File: src/rtl/log_ram_ctrl_if.sv
// Violation-log RAM controller bus bundle:
// logger strobes, readout handshake, RAM port and status.
interface log_ram_ctrl_if #(
  parameter int AW = 8,
  parameter int DW = 37
);
  logic          log_we;
  logic [DW-1:0] log_data;
  logic          clr_req;
  logic          clr_busy;
  logic          rd_req;
  logic [AW-1:0] rd_addr;
  logic          rd_ack;
  logic [DW-1:0] rd_data;
  logic          ram_en;
  logic          ram_we;
  logic [AW-1:0] ram_addr;
  logic [DW-1:0] ram_wdata;
  logic [DW-1:0] ram_rdata;
  logic [AW-1:0] wr_ptr;
  logic [AW:0]   entry_cnt;
  logic          overflow;
  logic [15:0]   dropped_cnt;

  modport master (
    output log_we, log_data, clr_req,
    output rd_req, rd_addr, ram_rdata,
    input  clr_busy, rd_ack, rd_data,
    input  ram_en, ram_we, ram_addr,
    input  ram_wdata, wr_ptr, entry_cnt,
    input  overflow, dropped_cnt
  );

  modport slave (
    input  log_we, log_data, clr_req,
    input  rd_req, rd_addr, ram_rdata,
    output clr_busy, rd_ack, rd_data,
    output ram_en, ram_we, ram_addr,
    output ram_wdata, wr_ptr, entry_cnt,
    output overflow, dropped_cnt
  );
endinterface

File: src/rtl/log_ram_ctrl.sv
// Single-port violation-log RAM owner: logger writes,
// readout arbitration, circular pointer and clear sweep.
module log_ram_ctrl #(
  parameter int AW = 8,
  parameter int DW = 37
) (
  input  logic         clk,
  input  logic         reset,
  log_ram_ctrl_if.slave bus
);

  localparam logic [AW:0] FULL =
    {1'b1, {AW{1'b0}}};
  localparam logic [AW-1:0] LAST = '1;

  typedef enum logic [2:0] {
    IDLE,
    RD1,
    RD2,
    ACK,
    CLEAR
  } state_t;

  state_t        state_q, state_d;
  logic          pend_q, pend_d;
  logic          busy_q, busy_d;
  logic          en_q, en_d;
  logic          we_q, we_d;
  logic [AW-1:0] addr_q, addr_d;
  logic [DW-1:0] wdata_q, wdata_d;
  logic [DW-1:0] rdata_q, rdata_d;
  logic          ack_q, ack_d;
  logic [AW-1:0] ptr_q, ptr_d;
  logic [AW:0]   cnt_q, cnt_d;
  logic          ovf_q, ovf_d;
  logic [15:0]   drop_q, drop_d;

  logic accept_clr;
  logic do_drop;
  logic do_wr;
  logic clr_last;

  // Clear owns the port from acceptance until busy falls
  assign accept_clr = (state_q == IDLE) && pend_q;
  assign do_drop = bus.log_we &&
    (accept_clr || state_q == CLEAR);
  assign do_wr = bus.log_we && !do_drop;
  assign clr_last = (state_q == CLEAR) &&
    (addr_q == LAST);

  always_comb begin
    state_d = state_q;
    pend_d  = pend_q |
      (bus.clr_req && state_q != CLEAR);
    busy_d  = busy_q;
    en_d    = 1'b0;
    we_d    = 1'b0;
    addr_d  = addr_q;
    wdata_d = wdata_q;
    rdata_d = rdata_q;
    ack_d   = 1'b0;
    ptr_d   = ptr_q;
    cnt_d   = cnt_q;
    ovf_d   = ovf_q;
    drop_d  = drop_q;

    if (do_drop && drop_q != 16'hFFFF)
      drop_d = drop_q + 16'd1;

    if (do_wr) begin
      en_d    = 1'b1;
      we_d    = 1'b1;
      addr_d  = ptr_q;
      wdata_d = bus.log_data;
      ptr_d   = ptr_q + 1'b1;
      if (cnt_q != FULL)
        cnt_d = cnt_q + 1'b1;
      else
        ovf_d = 1'b1;
    end

    unique case (state_q)
      IDLE: begin
        if (pend_q) begin
          state_d = CLEAR;
          busy_d  = 1'b1;
          en_d    = 1'b1;
          we_d    = 1'b1;
          addr_d  = '0;
          wdata_d = '0;
        end else if (bus.rd_req &&
                     !bus.log_we) begin
          state_d = RD1;
          en_d    = 1'b1;
          we_d    = 1'b0;
          addr_d  = bus.rd_addr;
        end
      end
      RD1: state_d = RD2;
      RD2: begin
        state_d = ACK;
        rdata_d = bus.ram_rdata;
        ack_d   = 1'b1;
      end
      ACK: state_d = IDLE;
      CLEAR: begin
        if (clr_last) begin
          state_d = IDLE;
          busy_d  = 1'b0;
          pend_d  = 1'b0;
          ptr_d   = '0;
          cnt_d   = '0;
          ovf_d   = 1'b0;
        end else begin
          en_d    = 1'b1;
          we_d    = 1'b1;
          addr_d  = addr_q + 1'b1;
          wdata_d = '0;
        end
      end
      default: state_d = IDLE;
    endcase
  end

  always_ff @(posedge clk) begin
    if (reset) begin
      state_q <= IDLE;
      pend_q  <= 1'b0;
      busy_q  <= 1'b0;
      en_q    <= 1'b0;
      we_q    <= 1'b0;
      addr_q  <= '0;
      wdata_q <= '0;
      rdata_q <= '0;
      ack_q   <= 1'b0;
      ptr_q   <= '0;
      cnt_q   <= '0;
      ovf_q   <= 1'b0;
      drop_q  <= '0;
    end else begin
      state_q <= state_d;
      pend_q  <= pend_d;
      busy_q  <= busy_d;
      en_q    <= en_d;
      we_q    <= we_d;
      addr_q  <= addr_d;
      wdata_q <= wdata_d;
      rdata_q <= rdata_d;
      ack_q   <= ack_d;
      ptr_q   <= ptr_d;
      cnt_q   <= cnt_d;
      ovf_q   <= ovf_d;
      drop_q  <= drop_d;
    end
  end

  assign bus.clr_busy    = busy_q;
  assign bus.rd_ack      = ack_q;
  assign bus.rd_data     = rdata_q;
  assign bus.ram_en      = en_q;
  assign bus.ram_we      = we_q;
  assign bus.ram_addr    = addr_q;
  assign bus.ram_wdata   = wdata_q;
  assign bus.wr_ptr      = ptr_q;
  assign bus.entry_cnt   = cnt_q;
  assign bus.overflow    = ovf_q;
  assign bus.dropped_cnt = drop_q;

endmodule

File: src/flat_wrapper.sv
// flat-port wrapper written by rule: the top's interface ports become plain ports
module log_ram_ctrl_flat 
#(
  parameter int AW = 8,
  parameter int DW = 37
)
  (clk, reset, bus_log_we, bus_log_data, bus_clr_req, bus_rd_req, bus_rd_addr, bus_ram_rdata, bus_clr_busy, bus_rd_ack, bus_rd_data, bus_ram_en, bus_ram_we, bus_ram_addr, bus_ram_wdata, bus_wr_ptr, bus_entry_cnt, bus_overflow, bus_dropped_cnt);
  log_ram_ctrl_if #(.AW(AW), .DW(DW)) bus_i ();
  input  logic clk;
  input  logic reset;
  input wire logic [$bits(bus_i.log_we)-1:0] bus_log_we;
  input wire logic [$bits(bus_i.log_data)-1:0] bus_log_data;
  input wire logic [$bits(bus_i.clr_req)-1:0] bus_clr_req;
  input wire logic [$bits(bus_i.rd_req)-1:0] bus_rd_req;
  input wire logic [$bits(bus_i.rd_addr)-1:0] bus_rd_addr;
  input wire logic [$bits(bus_i.ram_rdata)-1:0] bus_ram_rdata;
  output wire logic [$bits(bus_i.clr_busy)-1:0] bus_clr_busy;
  output wire logic [$bits(bus_i.rd_ack)-1:0] bus_rd_ack;
  output wire logic [$bits(bus_i.rd_data)-1:0] bus_rd_data;
  output wire logic [$bits(bus_i.ram_en)-1:0] bus_ram_en;
  output wire logic [$bits(bus_i.ram_we)-1:0] bus_ram_we;
  output wire logic [$bits(bus_i.ram_addr)-1:0] bus_ram_addr;
  output wire logic [$bits(bus_i.ram_wdata)-1:0] bus_ram_wdata;
  output wire logic [$bits(bus_i.wr_ptr)-1:0] bus_wr_ptr;
  output wire logic [$bits(bus_i.entry_cnt)-1:0] bus_entry_cnt;
  output wire logic [$bits(bus_i.overflow)-1:0] bus_overflow;
  output wire logic [$bits(bus_i.dropped_cnt)-1:0] bus_dropped_cnt;
  assign bus_i.log_we = bus_log_we;
  assign bus_i.log_data = bus_log_data;
  assign bus_i.clr_req = bus_clr_req;
  assign bus_i.rd_req = bus_rd_req;
  assign bus_i.rd_addr = bus_rd_addr;
  assign bus_i.ram_rdata = bus_ram_rdata;
  assign bus_clr_busy = bus_i.clr_busy;
  assign bus_rd_ack = bus_i.rd_ack;
  assign bus_rd_data = bus_i.rd_data;
  assign bus_ram_en = bus_i.ram_en;
  assign bus_ram_we = bus_i.ram_we;
  assign bus_ram_addr = bus_i.ram_addr;
  assign bus_ram_wdata = bus_i.ram_wdata;
  assign bus_wr_ptr = bus_i.wr_ptr;
  assign bus_entry_cnt = bus_i.entry_cnt;
  assign bus_overflow = bus_i.overflow;
  assign bus_dropped_cnt = bus_i.dropped_cnt;
  log_ram_ctrl #(.AW(AW), .DW(DW)) u_core (.clk(clk), .reset(reset), .bus(bus_i));
endmodule
File: config.mk
export PLATFORM = sky130hd
export DESIGN_NAME = log_ram_ctrl_flat
export DESIGN_NICKNAME = d
export VERILOG_FILES = /design/src/rtl/log_ram_ctrl_if.sv /design/src/rtl/log_ram_ctrl.sv /design/src/flat_wrapper.sv
export SDC_FILE = /design/constraint.sdc
export NUM_CORES = 1
export LEC_CHECK = 0
export ABC_AREA = 0
export BUFFER_PORTS_ARGS = -buffer_cell sky130_fd_sc_hd__buf_2
export CAP_MARGIN = 20
export CORE_ASPECT_RATIO = 1.4
export CORE_MARGIN = 2
export CORE_UTILIZATION = 45
export DETAILED_ROUTE_END_ITERATION = 10
export PLACE_DENSITY = 0.76
export RECOVER_POWER = 100
export SYNTH_ARGS = -nofsm -noshare
export SYNTH_HDL_FRONTEND = slang
export SYNTH_SLANG_ARGS = --single-unit
File: constraint.sdc
create_clock -name clk -period 2.8 [get_ports clk]
set_clock_uncertainty 0.15 [all_clocks]
set_input_delay 0 -clock clk [delete_from_list [all_inputs] [get_ports clk]]
set_output_delay 0 -clock clk [all_outputs]
set_load 0.1 [all_outputs]
* Word-level counts from Yosys, hierarchy flattened *
Cells that the tools add are included.
W data, S select, Z words.

storage, ports and cells
  register bits after elaboration = 124
  word-level logic and storage cells = 80
  output and inout bits = 120

cells by class
  bitwise logic cells = 1
  add/subtract/negate cells = 4
  equality and inequality tests = 10
  mux-type cells = 38
  reduce and logical (&&, ||, !) cells = 14

operators with widths
  cell                     number
  $mux W37                 3
  $pmux W37 S2             1
  $mux W8                  7
  $mux W9                  4
  $add A16 B1 Y16 const B  1
  $add A8 B1 Y8 const B    2
  $ne A16 B16 Y1 const B   1
  $pmux W8 S2              1
  $mux W1                  15
  $pmux W3 S4              1
  $add A9 B1 Y9 const B    1
  $mux W3                  3
  $ne A9 B9 Y1 const B     1
  $eq A8 B8 Y1 const B     1
  $logic_and A1 B1 Y1      7
  $pmux W1 S2              3
  $ne A2 B1 Y1 const B     2
  $eq A3 B1 Y1 const B     1
  $eq A3 B2 Y1 const B     1
  $eq A3 B3 Y1 const B     1
  $logic_not A3 Y1         1
  $ne A3 B2 Y1 const B     1
  $ne A3 B3 Y1 const B     1
  $reduce_and A3 Y1        1
  other kinds (5)          6

* Logic depth before layout (Yosys ltp) *
Gate-level depths: netlist of the first run.

  word-level depth = 10
  depth in mapped cells = 9
  mapped depth without buffers = 6

* Least setup slack after synthesis of the first run *
OpenSTA, ideal clock, no wires.

  path kind = register to register
  from = reg u_core.drop_q[3], in the netlist u_core.bus.dropped_cnt[3]
  to = reg u_core.drop_q[15], in the netlist u_core.bus.dropped_cnt[15]
  data required time = 2533 ps
  arrival time = 2460 ps
  path buffers = 1
  cell stages (with the launch flop) = 7
  path slack = 73 ps
  cell sequence = dfxtp_1 nand4_1 or2_0 clkbuf_1 nor4_4 a311oi_1 a41o_1

between the ends
  word-level cells in the longest chain between the ends = 2

ends and longest elaborated chain
  what                                                                     line                 source
  from (decl)                                                              log_ram_ctrl.sv:36   logic [15:0] drop_q, drop_d;
  from (signal assigned)                                                   log_ram_ctrl.sv:153  drop_q <= drop_d;
  parallel branches: the longest is 2 deep, another holds $add A16 B1 Y16  --

Parallel ways; which one is timed is not known.
A chain may end at the register's enable or synchronous reset.

* Worst setup path after layout of the first run *
  from = reg u_core.state_q[2]
  to = reg u_core.addr_q[0], in the netlist u_core.bus.ram_addr[0]

between the ends
  word-level cells in the longest chain between the ends = 10

ends and longest elaborated chain
  what                    line                                    source
  from (decl)             log_ram_ctrl.sv:24                      state_t state_q, state_d;
  from (signal assigned)  log_ram_ctrl.sv:141                     state_q <= state_d;
  $logic_not A3 Y1        log_ram_ctrl.sv:44, log_ram_ctrl.sv:82
  $logic_and A1 B1 Y1     log_ram_ctrl.sv:44                      assign accept_clr = (state_q == IDLE) && pend_q;
  $logic_or A1 B1 Y1      log_ram_ctrl.sv:46                      (accept_clr || state_q == CLEAR);
  $logic_and A1 B1 Y1     log_ram_ctrl.sv:45                      assign do_drop = bus.log_we &&
  $logic_not A1 Y1        log_ram_ctrl.sv:47                      assign do_wr = bus.log_we && !do_drop;
  $logic_and A1 B1 Y1     log_ram_ctrl.sv:47
  $mux W8                 log_ram_ctrl.sv:70                      if (do_wr) begin
  $mux W8                 log_ram_ctrl.sv:91                      end else if (bus.rd_req &&
  $mux W8                 log_ram_ctrl.sv:84                      if (pend_q) begin
  $pmux W8 S2 (*)         log_ram_ctrl.sv:82                      unique case (state_q)
  to (signal assigned)    log_ram_ctrl.sv:146                     addr_q <= addr_d;
  to (decl)               log_ram_ctrl.sv:29                      logic [AW-1:0] addr_q, addr_d;

Mark *: on every way between the ends. The rest lies on a longest branch, timed or not.

==> results of run 1 <==
## Yosys cell counts (2+ instances only)
cell and instances:
a21oi_1 88, a222oi_1 3, a22oi_1 4, a311oi_1 2, a31oi_1 2, and2_1 5
and3_1 7, buf_1 2, buf_2 11, buf_4 3, buf_6 3, clkbuf_1 18
dfxtp_1 124, ha_1 5, inv_1 5, mux2_2 8, mux2i_1 2, nand2_1 171
nand2b_1 5, nand3_1 7, nand4_1 14, nor2_1 50, nor3_1 8, nor3b_1 3
nor4_1 6, nor4b_1 2, o21ai_0 5, xnor2_1 14, xor2_1 14
## logic make-up after synthesis
| logic type | after synthesis | share of synthesized area |
|---|---|---|
| buffers and inverters | 43 | 0.04198 |
| muxes | 10 | 0.02199 |
| and+or+nand+nor | 286 | 0.2491 |
| DFF | 124 | 0.4958 |
| adders and majority gates | 5 | 0.01249 |
| xor gates and xnor gates | 28 | 0.04898 |
| AOI/OAI and AO/OA | 114 | 0.1297 |
## sequential cells by signal, summed over array words and instances (netlist names), 3 cells and up
register and cells:
u_core.bus.wr_ptr 8, u_core.bus.ram_addr 8, u_core.bus.dropped_cnt 16, u_core.bus.entry_cnt 9, u_core.bus.rd_data 37, u_core.bus.ram_wdata 37
u_core.state_q 3
## layer usage
layer,vias to the layer above,GRT usage,wire (um)
li1,2626,-,-
met3,57,0.07084,1065
met4,0,0.1272,565
met5,-,0,0
met2,255,0.4582,7867
met1,2482,0.2706,5834
## power by group through the flow
stage	Clock, mW	Combinational (mW)	Sequential (mW)
detailed placement	0	1.12	1.96
finish	2.31	1.21	1.93
global route	2.43	1.28	1.94
floorplan	0	0.321	2.55
CTS	2.35	1.22	1.92
global placement	0	1.10	1.96
## critical path, cell delays in order (launching register included)
cell           delay [ns]
dfxtp_1              0.38
or2_1                0.36
a21boi_4             0.33
buf_4                0.28
mux2_2               0.36
nand2_1              0.06
a21oi_1              0.07
dlygate4sd3_1        0.58
## metrics by stage
stage / total power [mW] / setup WS (ns) / hold slack [ns] / cell area (sq um) / cells
3_3_place_gp: 3.057 / 0.7037 / 0.08578 / 6087 / 927
5_1_grt: 5.644 / 0.01214 / 0.2332 / 7460 / 1051
3_5_place_dp: 3.080 / 0.6335 / 0.09653 / 6087 / 927
2_1_floorplan: 2.875 / 0.07300 / -0.01400 / 5007 / 610
6_report: 5.451 / 0.1216 / 0.2288 / 7462 / 1052
4_1_cts: 5.496 / 0.1818 / 0.2062 / 7641 / 1051
## timing repair
| item | CTS | global route |
|---|---|---|
| endpoints found under the setup margin | 0 | 0 |
| resized for setup | 0 | 0 |
| hold buffers | 92 | 0 |
| hold endpoints to repair | 95 | 0 |
## final timing paths
check	cells after the start	from	end
max reg2reg	7	u_core.state_q[2]	u_core.bus.ram_addr[0]
max	7	u_core.state_q[2]	u_core.bus.ram_addr[0]
min	4	bus_log_data[32]	u_core.bus.ram_wdata[32]
min reg2reg	2	u_core.bus.ram_wdata[16]	u_core.bus.ram_wdata[16]
## final cells by class
class | count | area, sq um | area share
flip-flops and latches | 124 | 2482 | 0.3327
multi-input cells | 443 | 2296 | 0.3077
repair buffers | 306 | 1853 | 0.2483
clock buffers | 18 | 439.2 | 0.05885
clock inverters | 14 | 193.9 | 0.02599
well taps | 141 | 176.4 | 0.02364
inverters | 5 | 18.77 | 0.002515
diodes | 1 | 2.502 | 0.0003353
==> impl_metrics.yaml, run 1 <==
detailed_routing:
  dr.pass1.iters: 5
  viasPerCell: 5.152
  wl_per_cell_um: 14.57
  finalWirelength_um: 15330
  postRouteAntennaNets: 0
  dr.first_iter.drc_count: 350
  drcViolationCount: 0
  vias: 5420
finish:
  drive_above_1_share: 0.1495
  finalNetCount: 989
  n_fill_cell: 869
  syn2layout_area_growth_pct: 49.03
  mostFrequentLayoutCells: "nand2_1 (171), dfxtp_1 (124), clkbuf_1 (121)"
  layout_commonest_cell: "nand2_1"
  final_util: 0.6867
worst_setup_path:
  endpoint_kind: "register"
  required_ns: 2.94
  r2r_slack_ns: 0.12
  crit_arrival_ns: 2.82
  critPathKind: "register to register"
  crit_path_start_kind: "register"
  worstPathMaxFanout: 17
timing:
  tightest_slew_ns: 1.233
  tns_ns: 0
  slew_viol_final: 0
  rsz0062_at_grt: "false"
  fin_crit_ns: 2.678
  fmax_mhz: 373.4
  timing.final.hold_violations: 0
  finalSetupViolCount: 0
  slew_headroom: 0.1817
  finalCritPeriodShare: 0.9566
clock_tree:
  cts_tree: "yes"
  clkLatencyLatePin_ns: 0.41
  cts.sinks: 124
  cts_setup_buffers: 0
  clk_pin_slew_worst_paths_ns: 0.06
  cts_made_buffers: 17
  cts_buffer_depth: 2
  htreeDepth: 4
  clock-root-buffer: "clkbuf_16"
place:
  io_buffers: 206
  place_congestion: 0.8847
  hpwl_um: 9256
floorplan:
  start_util: 0.4608
  core_sq_um: 10870
  io_pins: 207
  die_y_um: 128.8
  dieArea_sq_um: 12000
  die_w_um: 93.15
  rows: 45
power_and_ir_drop:
  internal_power_mw: 3.646
  swShare: 0.3311
  combPwrFrac: 0.222
  ir_drop_v: 0.0005202
  power_frac_clock: 0.424
  pwr_density_cell_nw_per_um2: 730.4
  p_leak_nw: 2.883
  p_sw_mw: 1.805
  seqPwrFrac: 0.354
global_routing:
  grt_usage: 0.2544
  grt_pass1_wl_um: 24610
  antenna_found_initial: 0
  grt_overflow: 0
  grt_pass1_vias: 5420
  grt_max_degree: 57
synthesis:
  yosys_warnings: 0
  synth_edf_count: 0
  synth_top_cell_area_share: 0.4958
  netlist_instances: 610
  syn_area_per_cell_sq_um: 8.209
  synth.distinct_cells: 48
  synth-seq-cells: 124
  synth_area_leaders: "dfxtp_1 (50%), nand2_1 (13%), a21oi_1 (8.8%)"
  syn_nets: 702
  yosysTopAreaCell: "dfxtp_1"
  synthFlopType: "dfxtp_1"
  synthArstFlopShare: 0
  yosysSeqAreaShare: 0.4958
  syn_area_sq_um: 5007
status:
  status: "finished clean"
worst_hold_path:
  hp-class: "input port to register"
flow_run:
  cap_violations: 0
Power figures use the tool's default switching activity.
==> inputs of run 2 (changes only) <==
Settings changed: CORE_UTILIZATION 45 to 48, PLACE_DENSITY 0.76 to 0.8.
==> impl_metrics.yaml, run 2 (synthesis results as in run 1) <==
timing:
  slew_viol_final: 0
  tns_ns: 0
  slew_headroom: 0.1829
  fin_crit_ns: 2.674
  tightest_slew_ns: 1.231
  finalCritPeriodShare: 0.9551
  timing.final.hold_violations: 0
  fmax_mhz: 373.9
  rsz0062_at_grt: "false"
  finalSetupViolCount: 0
place:
  placed_cells: 923
  hpwl_um: 9245
  postPlaceCellArea_sq_um: 6076
  io_buffers: 206
  place_congestion: 0.9301
floorplan:
  core_sq_um: 10290
  start_util: 0.4864
  dieArea_sq_um: 11280
  io_pins: 207
  rows: 44
  die_w_um: 90.32
  die_y_um: 124.9
worst_setup_path:
  worstSetupEndpoint: "u_core.bus.ram_addr[0]"
  timing.rr.end: "u_core.bus.ram_addr[0]"
  r2r-start: "u_core.state_q[2]"
  endpoint_kind: "register"
  reg2regPathDepth: 7
  crit_arrival_ns: 2.81
  required_ns: 2.94
  worstPathMaxFanout: 18
  r2r_slack_ns: 0.13
  critPathKind: "register to register"
  critPathLaunch: "u_core.state_q[2]"
  crit_path_start_kind: "register"
flow_run:
  cap_violations: 0
detailed_routing:
  viasPerCell: 5.207
  vias: 5431
  dr.pass1.iters: 6
  dr.first_iter.drc_count: 421
  finalWirelength_um: 15410
  postRouteAntennaNets: 0
  wl_per_cell_um: 14.77
  drcViolationCount: 0
global_routing:
  grt_usage: 0.2703
  grt_overflow: 0
  antenna_found_initial: 0
  grt_pass1_wl_um: 25000
  grt_max_degree: 65
  grt_pass1_vias: 5410
clock_tree:
  cts_tree: "yes"
  clk_pin_slew_worst_paths_ns: 0.06
  clock-root-buffer: "clkbuf_16"
  cts.sinks: 124
  cts_buffer_depth: 2
  cts_setup_buffers: 0
  htreeDepth: 4
  clkLatencyLatePin_ns: 0.41
  cts_made_buffers: 17
finish:
  fin_cells: 1043
  mostFrequentLayoutCells: "nand2_1 (171), dfxtp_1 (124), clkbuf_1 (123)"
  drive_above_1_share: 0.1481
  finalInstanceArea_sq_um: 7370
  diodes: 0
  syn2layout_area_growth_pct: 47.18
  layout_commonest_cell: "nand2_1"
  finalNetCount: 984
power_and_ir_drop:
  ir_drop_v: 0.0004223
  pwr_density_cell_nw_per_um2: 716.7
  p_leak_nw: 2.841
status:
  status: "finished clean"
worst_hold_path:
  hp-class: "input port to register"
[run 2: cell types whose count changed in the layout (fill, tap and decap cells not counted)]
cell           delta
dlygate4sd3_1     -4
bufinv_16         -2
clkbuf_1          +2
clkbuf_8          +2
clkinvlp_4        -2
clkbuf_2          -1
clkinv_2          +1
diode_2           -1
inv_6             -1
nor2_1            -1
nor2_2            +1
[run 2: layout make-up]
class | count | area (sq um)
fillers | 810 | 2925
flip-flops and latches | 124 | 2482
multi-input cells | 443 | 2298
repair buffers | 301 | 1808
clock buffers | 22 | 474.2
well taps | 138 | 172.7
clock inverters | 10 | 115.1
inverters | 5 | 18.77
[run 2: worst min path at each step]
| stage | start | endpoint | slack [ns] | cells past startpoint |
|---|---|---|---|---|
| after CTS | bus_ram_rdata[14] | u_core.bus.rd_data[14] | 0.21 | 4 |
| after detailed placement | bus_clr_req | u_core.pend_q | 0.09 | 3 |
| after floorplan | bus_log_data[10] | u_core.bus.ram_wdata[10] | -0.01 | 2 |
| after global placement | bus_clr_req | u_core.pend_q | 0.09 | 3 |
| after global routing | bus_log_data[16] | u_core.bus.ram_wdata[16] | 0.24 | 4 |
| final | bus_ram_rdata[10] | u_core.bus.rd_data[10] | 0.23 | 4 |
[run 2: stage by stage]
stage | setup slack (ns) | power [mW] | hold slack, ns | utilization
6_report | 0.1256 | 5.282 | 0.2263 | 0.7158
5_1_grt | 0.04216 | 5.470 | 0.2362 | 0.7158
4_1_cts | 0.1612 | 5.311 | 0.2067 | 0.7330
3_5_place_dp | 0.5505 | 3.079 | 0.09369 | 0.5902
3_3_place_gp | 0.6826 | 3.054 | 0.08935 | 0.5902
2_1_floorplan | 0.07300 | 2.875 | -0.01400 | -
[run 2: worst max-delay path, cell delays in order (launching register included)]
cell,delay [ns]
dfxtp_1,0.38
or2_1,0.37
a21boi_4,0.32
buf_4,0.29
mux2_2,0.36
nand2_1,0.07
a21oi_1,0.06
dlygate4sd3_1,0.56
[run 2: timing repair]
action / in CTS / in global routing
hold buffers: 88 / 0
setup endpoints to repair: 0 / 0
hold endpoints to repair: 93 / 0
resized for setup: 0 / 0
[run 2: metal layers]
metal,up-vias,wire (um),global-route usage
met2,257,7972,0.4936
met3,54,975,0.06473
met1,2503,5936,0.2907
met4,0,524,0.1258
li1,2617,-,-
met5,-,0,0
[run 2: report_power, final]
part	total, mW	internal [mW]	switching, mW
Combinational	1.21	0.274	0.935
Sequential	1.93	1.86	0.0716
Clock	2.14	1.38	0.766
